$ cat src/rtl/rraw_reader.sv
// Raw capture buffer readout: reads each 768-bit RAM entry and serializes it as 24 x 32-bit stream words.
// Define RRAW_HEADER_EN to frame each pass with a header word and a trailer word.
module rraw_reader #(
  parameter int unsigned ADDR_W = 10,
  parameter int unsigned RD_LAT = 2
) (
  input  logic              clk,
  input  logic              rst,
  input  logic              rd_start,
  input  logic [ADDR_W-1:0] rd_last,
  output logic              raw_rena,
  output logic [ADDR_W-1:0] raw_raddr,
  input  logic [255:0]      et_rdata,
  input  logic [255:0]      veto_rdata,
  input  logic [255:0]      veto2_rdata,
  output logic [31:0]       dout,
  output logic              dout_valid,
  input  logic              dout_ready,
  output logic              busy,
  output logic              rd_done
);

  localparam int unsigned WORD_W  = 32;
  localparam int unsigned N_WORDS = 24;
  localparam int unsigned IDX_W   = 5;
  localparam int unsigned LAT_W   = 3;
  localparam logic [IDX_W-1:0] LAST_IDX = IDX_W'(N_WORDS - 1);
  localparam logic [LAT_W-1:0] LAT_END  = LAT_W'(RD_LAT - 1);

`ifdef RRAW_HEADER_EN
  localparam logic [WORD_W-1:0] HDR_TAG = 32'hCD70_0000;
  localparam logic [WORD_W-1:0] TRL_TAG = 32'hCD7F_0000;
  typedef enum logic [2:0] {IDLE, ISSUE, WAIT, SHIFT, HDR, TRL, DONE} state_e;
`else
  typedef enum logic [2:0] {IDLE, ISSUE, WAIT, SHIFT, DONE} state_e;
`endif

  state_e                           state_q, state_d;
  logic [ADDR_W-1:0]                raddr_q, raddr_d;
  logic [ADDR_W-1:0]                last_q, last_d;
  logic [LAT_W-1:0]                 cnt_q, cnt_d;
  logic [IDX_W-1:0]                 idx_q, idx_d;
  logic [N_WORDS-1:0][WORD_W-1:0]   hold_q, hold_d;
  logic [WORD_W-1:0]                dout_q, dout_d;
  logic                             valid_q, valid_d;
  logic                             busy_q, busy_d;
  logic                             done_q, done_d;
  logic                             rena_q, rena_d;

`ifdef RRAW_HEADER_EN
  logic [15:0] trl_cnt_c;
  assign trl_cnt_c = (16'(last_q) + 16'd1) * 16'd24;
`endif

  // Next-state and registered-output logic
  always_comb begin
    state_d = state_q;
    raddr_d = raddr_q;
    last_d  = last_q;
    cnt_d   = cnt_q;
    idx_d   = idx_q;
    hold_d  = hold_q;
    dout_d  = dout_q;
    valid_d = valid_q;
    busy_d  = busy_q;
    done_d  = 1'b0;
    rena_d  = 1'b0;
    case (state_q)
      IDLE: begin
        if (rd_start) begin
          last_d  = rd_last;
          raddr_d = '0;
          busy_d  = 1'b1;
`ifdef RRAW_HEADER_EN
          dout_d  = HDR_TAG | WORD_W'(16'(rd_last));
          valid_d = 1'b1;
          state_d = HDR;
`else
          rena_d  = 1'b1;
          state_d = ISSUE;
`endif
        end
      end
`ifdef RRAW_HEADER_EN
      HDR: begin
        if (dout_ready) begin
          valid_d = 1'b0;
          rena_d  = 1'b1;
          state_d = ISSUE;
        end
      end
      TRL: begin
        if (dout_ready) begin
          valid_d = 1'b0;
          done_d  = 1'b1;
          state_d = DONE;
        end
      end
`endif
      ISSUE: begin
        cnt_d   = '0;
        state_d = WAIT;
      end
      WAIT: begin
        // rdata is valid in the RD_LAT-th cycle after the raw_rena cycle
        if (cnt_q == LAT_END) begin
          hold_d  = {veto2_rdata, veto_rdata, et_rdata};
          idx_d   = '0;
          dout_d  = et_rdata[WORD_W-1:0];
          valid_d = 1'b1;
          state_d = SHIFT;
        end else begin
          cnt_d = cnt_q + LAT_W'(1);
        end
      end
      SHIFT: begin
        if (dout_ready) begin
          if (idx_q == LAST_IDX) begin
            valid_d = 1'b0;
            if (raddr_q == last_q) begin
`ifdef RRAW_HEADER_EN
              dout_d  = TRL_TAG | WORD_W'(trl_cnt_c);
              valid_d = 1'b1;
              state_d = TRL;
`else
              done_d  = 1'b1;
              state_d = DONE;
`endif
            end else begin
              raddr_d = raddr_q + ADDR_W'(1);
              rena_d  = 1'b1;
              state_d = ISSUE;
            end
          end else begin
            idx_d  = idx_q + IDX_W'(1);
            dout_d = hold_q[idx_d];
          end
        end
      end
      DONE: begin
        busy_d  = 1'b0;
        raddr_d = '0;
        state_d = IDLE;
      end
      default: state_d = IDLE;
    endcase
  end

  always_ff @(posedge clk) begin
    if (rst) begin
      state_q <= IDLE;
      raddr_q <= '0;
      last_q  <= '0;
      cnt_q   <= '0;
      idx_q   <= '0;
      hold_q  <= '0;
      dout_q  <= '0;
      valid_q <= 1'b0;
      busy_q  <= 1'b0;
      done_q  <= 1'b0;
      rena_q  <= 1'b0;
    end else begin
      state_q <= state_d;
      raddr_q <= raddr_d;
      last_q  <= last_d;
      cnt_q   <= cnt_d;
      idx_q   <= idx_d;
      hold_q  <= hold_d;
      dout_q  <= dout_d;
      valid_q <= valid_d;
      busy_q  <= busy_d;
      done_q  <= done_d;
      rena_q  <= rena_d;
    end
  end

  assign raw_rena   = rena_q;
  assign raw_raddr  = raddr_q;
  assign dout       = dout_q;
  assign dout_valid = valid_q;
  assign busy       = busy_q;
  assign rd_done    = done_q;

endmodule
$ cat config.mk
export PLATFORM = sky130hd
export DESIGN_NAME = rraw_reader
export DESIGN_NICKNAME = d
export VERILOG_FILES = /design/src/rtl/rraw_reader.sv
export SDC_FILE = /design/constraint.sdc
export NUM_CORES = 2
export LEC_CHECK = 0
export CAP_MARGIN = 20
export CORE_AREA = 2 2 321 323
export CTS_BUF_LIST = sky130_fd_sc_hd__clkbuf_8
export DETAILED_ROUTE_END_ITERATION = 8
export DIE_AREA = 0 0 323 325
export PLACE_DENSITY = 0.68
export SYNTH_ARGS = -nofsm -noshare
export SYNTH_HDL_FRONTEND = slang
export SYNTH_SLANG_ARGS = --single-unit
export TNS_END_PERCENT = 10
$ cat constraint.sdc
create_clock -name clk -period 5.7 [get_ports clk]
set_input_delay 1.14 -clock clk [delete_from_list [all_inputs] [get_ports clk]]
set_output_delay 1.14 -clock clk [all_outputs]
set_load 0.03 [all_outputs]
==> load_flow_metrics.sql <==
INSERT INTO impl_metrics (metric_group, metric, value, unit) VALUES
('status', 'status', 'finished clean', ''),
('logic_synthesis', 'synth-seq-cells', '835', ''),
('logic_synthesis', 'yosys_most_used_dff', 'sky130_fd_sc_hd__dfxtp_1', ''),
('global_routing', 'maximum_number_of_pins_on_one_net_before_global_route_repair', '230', ''),
('logic_synthesis', 'area_share_of_fa_ha_maj_cells_after_synthesis', '0.140', '%'),
('timing', 'final_period_minus_worst_setup_slack', '3660', 'ps'),
('placed_design', 'place_congestion', '0.945', ''),
('logic_synthesis', 'synthesized_area_fraction_occupied_by_ao_oa_aoi_and_oai_cells', '15.2', '%'),
('logic_synthesis', 'muxShareOfSynthArea', '13.5', '%'),
('finish', 'areaGrowthSynthToFinish', '34.3', '%'),
('logic_synthesis', 'synthXorXnorAreaFrac', '0.343', '%'),
('routing', 'routedWlPerCell', '24.0', 'um'),
('cts', 'clock_path_buffers', '3', ''),
('placed_design', 'detailed_place_hpwl', '117', 'mm'),
('cts', 'post-cts-setup-buffer-count', '0', ''),
('timing', 'final_clock_period_utilization_by_the_worst_path', '64.2', '%'),
('cts', 'cts.hold.buffers_added', '0', ''),
('finish', 'drive_gt1_share', '8.19', '%'),
('critical_path', 'timing.reg2reg.setup_slack', '2040', 'ps'),
('global_routing', 'grt_pass1_wl', '220', 'mm'),
('logic_synthesis', 'synth_top_area_share', '46.8', '%'),
('hold_path', 'holdCritStartpoint', 'hold_q[454]', ''),
('routing', 'drt_first_pass_iters', '5', ''),
('power_and_ir_drop', 'peakVddDrop', '0.000157', 'V'),
('critical_path', 'crit_path_max_fanout', '44', ''),
('power_and_ir_drop', 'totalPowerFinal', '12900', 'uW'),
('critical_path', 'rr_startpoint', 'idx_q[0]', ''),
('timing', 'max_slew_margin', '23.6', '%'),
('timing', 'postLayoutSetupSlackWorst', '2040', 'ps'),
('cts', 'cts_buffers', '150', ''),
('placed_design', 'io_buffer_count', '827', ''),
('logic_synthesis', 'netlist_area', '35700', 'um2'),
('critical_path', 'path_class', 'flop to flop', ''),
('logic_synthesis', 'synthesis.area_per_instance', '8.25', 'um2'),
('critical_path', 'cp-start-kind', 'flop', ''),
('critical_path', 'cp_data_required_time', '6460', 'ps'),
('power_and_ir_drop', 'leakage', '0.0157', 'uW'),
('global_routing', 'grt_pass1_vias', '32800', ''),
('floorplan', 'floorplan.core_area', '101000', 'um2'),
('routing', 'dr.first_iter.drc_count', '3638', ''),
('global_routing', 'overflow', '0', ''),
('logic_synthesis', 'synth-simple-area-share', '19.6', '%'),
('routing', 'ant_nets', '0', ''),
('cts', 'clkTransAtPathRegs', '60', 'ps'),
('logic_synthesis', 'ys_top_cells_by_area', 'sky130_fd_sc_hd__dfxtp_1, sky130_fd_sc_hd__nand2_1, sky130_fd_sc_hd__a21oi_1', ''),
('placed_design', 'post-place-ws', '2090', 'ps'),
('floorplan', 'die_w', '323', 'um'),
('logic_synthesis', 'syn-num-nets', '5120', ''),
('hold_path', 'hold_path_class', 'flop to flop', ''),
('logic_synthesis', 'main_combinational_cell_family_by_area_after_synthesis', 'simple AND/OR/NAND/NOR gates', ''),
('timing', 'fin_setup_tns', '0', 'ps'),
('logic_synthesis', 'async_flop_share', '0', '%'),
('critical_path', 'setup.worst_path.start', 'idx_q[0]', ''),
('logic_synthesis', 'synth-edff-count', '0', ''),
('floorplan', 'floorplan.rows', '117', ''),
('cts', 'worstSkewPairLatency', '850', 'ps'),
('critical_path', 'crit_path_end_kind', 'flop', ''),
('logic_synthesis', 'synth.lib_cells_used.distinct', '46', ''),
('logic_synthesis', 'synth_common_cells', 'sky130_fd_sc_hd__nand2_1, sky130_fd_sc_hd__dfxtp_1, sky130_fd_sc_hd__a21oi_1', ''),
('floorplan', 'initial_utilization', '35.3', '%'),
('routing', 'wl', '157', 'mm'),
('flow_run', 'maxCapViolCount', '0', ''),
('timing', 'timing.final.max_slew_violations', '0', ''),
('cts', 'cts_htree_levels', '4', ''),
('floorplan', 'die_h', '325', 'um'),
('power_and_ir_drop', 'p_per_area', '268', 'nW/um2'),
('logic_synthesis', 'synthCells', '4334', ''),
('routing', 'viasPerCell', '5.33', ''),
('cts', 'cts.root.buffer_cell', 'sky130_fd_sc_hd__clkbuf_8', ''),
('cts', 'cts_tree', 'done', ''),
('timing', 'fin_worst_skew', '39.6', 'ps');
==> sequential cells by signal (all words and copies together), names as in the netlist, 3 cells and up <==
name	count
idx_q	5
cnt_q	3
last_q	10
dout	32
raw_raddr	10
state_q	3
hold_q	768
==> kinds of logic (layout without fill, tap and decap cells) <==
family | after synthesis | in the layout
AND/OR/NAND/NOR | 1797 | 1797
AO/OA/AOI/OAI | 985 | 985
flip-flops | 835 | 835
buffers and inverters | 377 | 1146
multiplexers | 322 | 322
XOR/XNOR | 14 | 14
adder cells (fa/ha/maj) | 4 | 4
other | 0 | 49
==> layout by cell type (no fill, tap or decap), drive strengths merged, types with 3 or more instances in the layout <==
master	n
a21o	3
a21oi	796
a22oi	34
a311oi	32
a41oi	32
and2	4
and3	4
buf	53
clkbuf	183
clkdlybuf4s50	826
clkinv	20
clkinvlp	8
dfxtp	835
diode	49
ha	4
inv	54
mux2i	194
mux4	128
nand2	1605
nand2b	4
nand3	109
nor2	43
nor2b	3
nor3	3
o21ai	45
o22a	32
or3	9
or4	3
xor2	13
==> worst paths after layout <==
kind,end,depth (start not counted)
max,dout[13],7
min,hold_q[454],2
max reg2reg,dout[13],7
min reg2reg,hold_q[454],2
==> final cells by class <==
class,instances,area (um2)
Tap cell,1368,1710
Fill cell,9854,53300
Multi-Input combinational cell,3122,17500
Antenna cell,49,123
Inverter,3,11.3
Clock buffer,183,2520
Timing Repair Buffer,879,8890
Sequential cell,835,16700
Clock inverter,81,468
==> critical path: stages, from the launching register on <==
cell                       delay [ps]
sky130_fd_sc_hd__dfxtp_4          820
sky130_fd_sc_hd__ha_4             800
sky130_fd_sc_hd__buf_4            510
sky130_fd_sc_hd__buf_4            280
sky130_fd_sc_hd__mux2i_1          110
sky130_fd_sc_hd__a22oi_1          360
sky130_fd_sc_hd__a41oi_1          290
sky130_fd_sc_hd__a311oi_1         330
==> per-stage QoR <==
step                instances  cell area [um2]  hold slack, ps
floorplan                4334            35700             433
global placement         6206            44900             438
detailed placement       6207            44900             443
CTS                      6471            47900             450
global route             6515            48000             465
finish                   6520            48000             450
==> report_power, final <==
part | switching [uW] | internal [uW]
clock network | 2660 | 3010
registers | 76.0 | 5930
logic | 553 | 634
==> per-layer routing <==
layer | wire length, um | global-route usage, % | vias up
li1 | - | - | 16100
met1 | 63200 | 36.5 | 16700
met2 | 71900 | 44.4 | 1602
met3 | 13900 | 7.15 | 323
met4 | 7770 | 15.5 | 12
met5 | 76 | 0 | -
Power figures use the tool's default switching activity.
